**src/rtl/trunc_issue_ctrl.sv**
```systemverilog
// Issue/capture stage for the gate-level truncation unit: accepts one request,
// drives the unit's operand pins for a settle window, then hands back the sampled result.
module trunc_issue_ctrl #(
    parameter int SETTLE_CYCLES = 2
) (
    input  logic        Clk,
    input  logic        Rst,
    input  logic        InValid,
    output logic        InReady,
    input  logic [31:0] InData,
    input  logic [4:0]  InAmt,
    input  logic        InDir,
    output logic [31:0] TrIn1,
    output logic [31:0] TrIn2,
    output logic        TrEnable,
    input  logic [31:0] TrOut,
    output logic        OutValid,
    input  logic        OutReady,
    output logic [31:0] OutData,
    output logic        Busy,
    output logic [1:0]  DbgState
);
    // Handshakes: a transfer happens on a rising edge where valid & ready are both high;
    // the producer holds valid and data stable until that edge, ready never depends on valid.

    typedef enum logic [1:0] {
        IDLE   = 2'd0,
        SETTLE = 2'd1,
        DONE   = 2'd2
    } state_t;

    localparam logic [3:0] CNT_INIT = 4'(SETTLE_CYCLES - 1);

    state_t     state;
    state_t     state_nxt;
    logic [3:0] cnt;
    logic [3:0] cnt_nxt;
    logic       load;
    logic       capture;

    always_ff @(posedge Clk) begin
        if (Rst) begin
            state   <= IDLE;
            cnt     <= 4'd0;
            TrIn1   <= 32'd0;
            TrIn2   <= 32'd0;
            OutData <= 32'd0;
        end else begin
            state <= state_nxt;
            cnt   <= cnt_nxt;
            if (load) begin
                TrIn1 <= InData;
                TrIn2 <= {InDir, 26'd0, InAmt};
            end
            // Only the last settle edge is sampled; the ripple is still moving before it.
            if (capture) begin
                OutData <= TrOut;
            end
        end
    end

    always_comb begin
        state_nxt = state;
        cnt_nxt   = cnt;
        load      = 1'b0;
        capture   = 1'b0;
        InReady   = 1'b0;
        TrEnable  = 1'b0;
        OutValid  = 1'b0;
        Busy      = 1'b1;
        case (state)
            IDLE: begin
                InReady = ~Rst;
                Busy    = 1'b0;
                if (InValid) begin
                    load      = 1'b1;
                    cnt_nxt   = CNT_INIT;
                    state_nxt = SETTLE;
                end
            end
            SETTLE: begin
                TrEnable = 1'b1;
                if (cnt == 4'd0) begin
                    capture   = 1'b1;
                    state_nxt = DONE;
                end else begin
                    cnt_nxt = cnt - 4'd1;
                end
            end
            DONE: begin
                // A new request is never taken here, even with OutReady; IDLE takes it next cycle.
                OutValid = 1'b1;
                if (OutReady) begin
                    state_nxt = IDLE;
                end
            end
            default: begin
                state_nxt = IDLE;
            end
        endcase
    end

    assign DbgState = state;

endmodule

```
**config.mk**
```make
export PLATFORM = sky130hd
export DESIGN_NAME = trunc_issue_ctrl
export DESIGN_NICKNAME = d
export VERILOG_FILES = /design/src/rtl/trunc_issue_ctrl.sv
export SDC_FILE = /design/constraint.sdc
export NUM_CORES = 1
export LEC_CHECK = 0
export BUFFER_PORTS_ARGS = -buffer_cell sky130_fd_sc_hd__buf_2
export CAP_MARGIN = 5
export CELL_PAD_IN_SITES_DETAIL_PLACEMENT = 1
export CELL_PAD_IN_SITES_GLOBAL_PLACEMENT = 2
export CORE_UTILIZATION = 24
export CTS_CLUSTER_SIZE = 28
export DETAILED_ROUTE_END_ITERATION = 10
export PLACE_DENSITY = 0.83
export SYNTH_ARGS = -nofsm -noshare
export SYNTH_HDL_FRONTEND = slang
export SYNTH_SLANG_ARGS = --single-unit
```
**constraint.sdc**
```tcl
create_clock -name Clk -period 3.5 [get_ports Clk]
set_input_delay 0.7 -clock Clk [delete_from_list [all_inputs] [get_ports Clk]]
set_output_delay 0.7 -clock Clk [all_outputs]
set_load 0.02 [all_outputs]
```
==> out/qor.txt, run 1 <==
Switch Pwr -> 787.7 µW
part of the power in registers -> 0.412
Synth area leader -> dfxtp_1
hold depth -> 2
Hold Path Origin -> TrIn2[31]
PostCTS Resize Cnt -> 0
Worst R2R Path Depth -> 5
combinational share of power -> 0.233
Synth top area share -> 0.5004
vias in the first global route -> 2897
maxcap violations -> 0
top post-synthesis cells by area -> dfxtp_1 50%, a21oi_1 12%, nand2_1 9.4%, buf_4 6.4%, nand3_1 5.3%
share of layout cells above drive strength 1 -> 0.3417
FFs w/ async S/R, synth -> 0
die area -> 13120 µm²
Worst path top cell family by delay -> buffers and inverters
Yosys warnings -> 0
#FFs+latches synth -> 76
chip height -> 114.6 µm
worst hold path class -> register to register
Clock Tree Buf Depth -> 2
pin count of the biggest net entering global routing -> 50
grt ovf -> 0
Hold EP -> TrIn2[31]
CP Launch Type -> register
RSZ-0062 raised after global routing -> false
port bufs -> 149
Setup TNS -> 0 ps
setup ws final -> 1270 ps
Cell Area, Synth -> 3040 µm²
Tot Pwr -> 2396 µW
Post-synth top cells -> 76 x dfxtp_1, 76 x nand2_1, 72 x a21oi_1, 32 x nand3_1, 32 x o21ai_0
Slew HR -> 0.4327
max-slew violations -> 0
nets -> 586
CP required -> 2800 ps
PD cells -> 585.7 nW/µm²
static leakage -> 0.001874 µW
Reg clk slew, reported paths -> 50 ps
Root Buffer Master -> clkbuf_16
reg2reg setup slack -> 1580 ps
fin crit share -> 0.6373
reg-to-reg startpoint -> cnt[0]
CP Buf/Inv Count -> 3
residual DRC count -> 0
Fin. Hold Viols -> 0
Most used DFF post-synth -> dfxtp_1
Internal -> 1608 µW
Routed Antenna Nets -> 0
first-pass GRT wire length -> 14070 µm
Critical R2R Capture -> cnt[0]
clock network power share -> 0.356
Net Sw Frac -> 0.3288
Critical Path Max Stage Delay -> 440 ps
initial antenna violation count -> 0
final setup fails -> 0
Iter 0 DRT Violations -> 208
Initial Utilization -> 0.2500
Slew @ Worst Pin -> 850.9 ps
row count -> 40
number of vias per cell -> 4.401
first-pass detailed-route iteration total -> 4
drt total wl -> 8933 µm
Syn-to-layout area delta -> 34.53%
cells after synthesis -> 376
GP Congestion -> 0.7208
vias -> 3006
gr usage total -> 0.1389
register area share after synthesis -> 0.5004
Hold Buf Count CTS -> 0
CTS tree -> done
crit path DAT -> 1530 ps
Setup crit end kind -> output port
Setup Skew -> 7.238 ps
worst path cell trace -> nand2b_1 > buf_4 > clkinv_1 > buf_2
H-tree depth -> 3
Routed wire per std cell -> 13.08 µm
die width -> 114.6 µm
n_diodes -> 0
I/O pin cnt -> 176
core area -> 12160 µm²
highest-delay cell along the critical path -> dfxtp_1
CP Class -> register to output port
Post-synth EDFFs -> 0
Highest Clock Rate -> 448.3 MHz
status -> completed
Setup Fix Bufs, Post-CTS -> 0
Unique masters post-synth -> 30
Post-Syn Area per Cell -> 8.086 µm²
CTS sink cnt -> 76
total CTS buffers -> 9
DP Worst Slack -> 1228 ps
post-DP HPWL -> 6240 µm
Clk Latency, worst-skew pair -> 340 ps
Max FO, Critical Path -> 36
Max VDD drop -> 0.2456 mV
post-layout min period -> 2230 ps
flip-flops by register name, summed over array words and instances, names as in the netlist:
signal    flops
TrIn2         6
TrIn1        32
cnt           4
DbgState      2
OutData      32
placed cells by master (no fill, tap or decap), types with 2 or more instances in the layout:
master       n
clkbuf_16    9
nand2_1     76
ha_1         2
nor3_1       2
nor3b_1      2
nor3b_4      2
or3_1        2
nand3_1     32
nor2_1       3
or3b_2       2
a21oi_1     72
buf_2      149
o21ai_0     32
dfxtp_1     76
inv_1        3
buf_4        5
clkinv_2     4
conb_1      26
power by group through the flow:
| stage | logic [µW] | clock network, µW | registers [µW] |
|---|---|---|---|
| 2_1_floorplan | 314 | 0 | 1080 |
| 3_3_place_gp | 560 | 0 | 1000 |
| 3_5_place_dp | 569 | 0 | 1010 |
| 4_1_cts | 570 | 890 | 987 |
| 5_1_grt | 620 | 920 | 997 |
| 6_report | 558 | 852 | 986 |
area by class of cell:
class	instances	area (µm²)
fill	1555	8071
clock inverter	5	27.53
timing repair buffer	154	783.3
tap	168	210.2
clock buffer	11	242.7
sequential	76	1521
multi-input combinational	265	1290
inverter	4	15.01
stage by stage:
step                      std cells  utilization  area [µm²]  hold WS (ps)
after floorplan                 401            -        3134         477.5
final                           683       0.3363        4090         451.2
after CTS                       683       0.3363        4090         456.6
after detailed placement        667       0.3141        3820         448.9
after global placement          667       0.3141        3820         445.4
after global routing            683       0.3363        4090         481.7
worst reg2reg max path: stages, from the launching register on:
cell      delay (ps)
dfxtp_1          320
inv_1            120
ha_1             200
or3b_2           730
a21oi_1          310
a211oi_1         110
worst max path at each step:
stage	from	cells past startpoint	slack, ps	end
3_5_place_dp	Rst	4	1230	cnt[2]
5_1_grt	DbgState[1]	4	1160	TrEnable
2_1_floorplan	Rst	3	1460	InReady
3_3_place_gp	Rst	4	1230	cnt[2]
4_1_cts	DbgState[1]	4	1230	TrEnable
6_report	DbgState[1]	4	1270	TrEnable
logic make-up after synthesis:
kind of cell,count (synthesis),share of synthesized area
and+or+nand+nor,126,0.1885
AOI/OAI and AO/OA,110,0.1877
DFF,76,0.5004
buffers and inverters,60,0.1103
adders and majority gates,2,0.008229
muxes,1,0.003703
other,1,0.001233
metal layers:
layer  global-route usage  vias to the layer above  part of all wire
li1                     -                     1481                 -
met1               0.1538                     1407              0.43
met2               0.2448                      112              0.48
met3              0.05506                        6             0.081
met4              0.03983                        0            0.0094
met5                    0                        -                 0
(Power assumes the default switching activity.)
==> run 2: changes to the inputs <==
--- a/config.mk
+++ b/config.mk
@@ -9,10 +9,10 @@
 export CAP_MARGIN = 5
 export CELL_PAD_IN_SITES_DETAIL_PLACEMENT = 1
 export CELL_PAD_IN_SITES_GLOBAL_PLACEMENT = 2
-export CORE_UTILIZATION = 24
+export CORE_UTILIZATION = 23
 export CTS_CLUSTER_SIZE = 28
 export DETAILED_ROUTE_END_ITERATION = 10
-export PLACE_DENSITY = 0.83
+export PLACE_DENSITY = 0.8
 export SYNTH_ARGS = -nofsm -noshare
 export SYNTH_HDL_FRONTEND = slang
 export SYNTH_SLANG_ARGS = --single-unit
==> constraint.sdc (replaced) <==
create_clock -name Clk -period 2.25 [get_ports Clk]
set_input_delay 0.45 -clock Clk [delete_from_list [all_inputs] [get_ports Clk]]
set_output_delay 0.45 -clock Clk [all_outputs]
set_load 0.02 [all_outputs]
==> run 2 against run 1 <==
Compared with the run above:
- worst setup slack got worse by 960 ps
- sequential cell count unchanged
- global-route usage decreased by 0.40 points
- design area increased by 1.7%
- final cell count increased by 1.3%
==> out/qor.txt, run 2 (same netlist as run 1, synthesis figures left out) <==
gr usage total -> 0.1349 (was 0.1389)
die width -> 117.0 µm (was 114.6 µm)
Iter 0 DRT Violations -> 175 (was 208)
Slew HR -> 0.4470 (was 0.4327)
Critical R2R Capture -> cnt[0] (unchanged)
maxcap violations -> 0 (unchanged)
Reg clk slew, reported paths -> 60 ps (was 50 ps)
number of vias per cell -> 4.422 (was 4.401)
most common cell after layout, fill and taps aside -> buf_2 (unchanged)
static leakage -> 0.001908 µW (was 0.001874 µW)
nets -> 591 (was 586)
Max FO, Critical Path -> 33 (was 36)
Worst R2R Path Depth -> 5 (unchanged)
commonest non-fill, non-tap cells in the layout -> 149 x buf_2, 76 x dfxtp_1, 76 x nand2_1 (unchanged)
Core Util, Final -> 0.3257 (was 0.3363)
pin count of the biggest net entering global routing -> 45 (was 50)
die area -> 13680 µm² (was 13120 µm²)
Max VDD drop -> 0.3458 mV (was 0.2456 mV)
CTS sink cnt -> 76 (unchanged)
Fin. Hold Viols -> 0 (unchanged)
chip height -> 117.0 µm (was 114.6 µm)
share of layout cells above drive strength 1 -> 0.3423 (was 0.3417)
CP Launch Type -> register (unchanged)
RSZ-0062 raised after global routing -> false (unchanged)
vias in the first global route -> 2987 (was 2897)
DP Worst Slack -> 360.6 ps (was 1228 ps)
Initial Utilization -> 0.2380 (was 0.2500)
Highest Clock Rate -> 515.3 MHz
CP Class -> register to register (was register to output port)
core area -> 12770 µm² (was 12160 µm²)
FILL cells -> 1584 (was 1555)
grt ovf -> 0 (unchanged)
Finished Cell Area -> 4160 µm² (was 4090 µm²)
Setup Skew -> 6.890 ps (was 7.238 ps)
hold depth -> 3 (was 2)
Hold Buf Count CTS -> 0 (unchanged)
drt total wl -> 9306 µm (was 8933 µm)
reg-to-reg startpoint -> cnt[0] (unchanged)
CP required -> 2460 ps (was 2800 ps)
residual DRC count -> 0 (unchanged)
initial antenna violation count -> 0 (unchanged)
area of the multi-input gates -> 1290 µm² (unchanged)
reg2reg setup slack -> 310 ps (was 1580 ps)
worst path cell trace -> inv_1 > ha_1 > or3b_2 > a21oi_1 > a211oi_1 (was nand2b_1 > buf_4 > clkinv_1 > buf_2)
setup ws final -> 309.4 ps (was 1270 ps)
PD cells -> 932.9 nW/µm² (was 585.7 nW/µm²)
hold slack final -> 351.1 ps (was 451.2 ps)
DP Area -> 3862 µm² (was 3820 µm²)
Routed wire per std cell -> 13.45 µm (was 13.08 µm)
final setup fails -> 0 (unchanged)
Hold Path Origin -> InData[0] (was TrIn2[31])
max-slew violations -> 0 (unchanged)
FF+latch area -> 1521 µm² (unchanged)
Setup crit end kind -> register (was output port)
post-layout min period -> 1941 ps
CTS tree -> done (unchanged)
Setup TNS -> 0 ps (unchanged)
GP Congestion -> 0.7801 (was 0.7208)
post-DP HPWL -> 6589 µm (was 6240 µm)
Routed Antenna Nets -> 0 (unchanged)
fin crit share -> 0.8625
status -> completed (unchanged)
Hold EP -> TrIn1[0] (was TrIn2[31])
crit path DAT -> 2160 ps (was 1530 ps)
total CTS buffers -> 9 (unchanged)
Syn-to-layout area delta -> 36.83% (was 34.53%)
Critical Path Max Stage Delay -> 600 ps (was 440 ps)
PostCTS Resize Cnt -> 0 (unchanged)
vias -> 3060 (was 3006)
port bufs -> 149 (unchanged)
Root Buffer Master -> clkbuf_16 (unchanged)
row count -> 41 (was 40)
Worst path top cell family by delay -> simple AND/OR/NAND/NOR gates (was buffers and inverters)
Slew @ Worst Pin -> 829.5 ps (was 850.9 ps)
first-pass detailed-route iteration total -> 4 (unchanged)
Clk Latency, worst-skew pair -> 330 ps (was 340 ps)
highest-delay cell along the critical path -> or3b_2 (was dfxtp_1)
H-tree depth -> 3 (unchanged)
I/O pin cnt -> 176 (unchanged)
worst hold path class -> input pin to register (was register to register)
Setup Fix Bufs, Post-CTS -> 0 (unchanged)
largest registers -> OutData: 32 flops, TrIn1: 32 flops, TrIn2: 6 flops (unchanged)
Clock Tree Buf Depth -> 2 (unchanged)
n_diodes -> 0 (unchanged)
first-pass GRT wire length -> 14140 µm (was 14070 µm)
CP Buf/Inv Count -> 1 (was 3)
run 2: worst reg2reg max path, stage by stage, from the launching register on:
cell and delay (ps):
dfxtp_1 340, inv_1 90, ha_1 240, or3b_2 600, a21oi_1 180, a211oi_1 370
run 2: area by class of cell:
class                   instances  share of cell area
multi-input cells             265              0.3101
repair buffers                159              0.1973
clock inverters                 1            0.007218
flip-flops and latches         76              0.3657
inverters                       4            0.003609
well taps                     172             0.05173
clock buffers                  15             0.06436
run 2: through the flow:
stage | std cells | power (µW)
after floorplan | 401 | 2171
after global placement | 676 | 2450
after detailed placement | 676 | 2477
after CTS | 692 | 3960
after global routing | 692 | 4112
final | 692 | 3881
run 2: per-layer routing:
metal,global-route usage,vias up,share of wire
li1,-,1493,-
met1,0.1489,1436,0.42
met2,0.2375,119,0.50
met3,0.05201,12,0.069
met4,0.04473,0,0.014
met5,0,-,0
run 2: how the worst max path moves through the flow:
| stage | startpoint | endpoint | slack [ps] | depth (start not counted) |
|---|---|---|---|---|
| detailed placement | cnt[0] | cnt[0] | 360 | 5 |
| finish | cnt[0] | cnt[0] | 310 | 5 |
| global placement | cnt[0] | cnt[0] | 450 | 5 |
| floorplan | DbgState[1] | TrEnable | 640 | 4 |
| global route | cnt[0] | OutData[24] | 220 | 5 |
| CTS | cnt[0] | cnt[0] | 330 | 5 |
run 2: where the power goes:
group          internal, µW  leakage, µW  switching [µW]  total (µW)
registers              1460     0.000621            70.9        1540
logic                   281      0.00114             614         896
clock network           921     0.000144             529        1450
total                  2670      0.00191            1210        3880
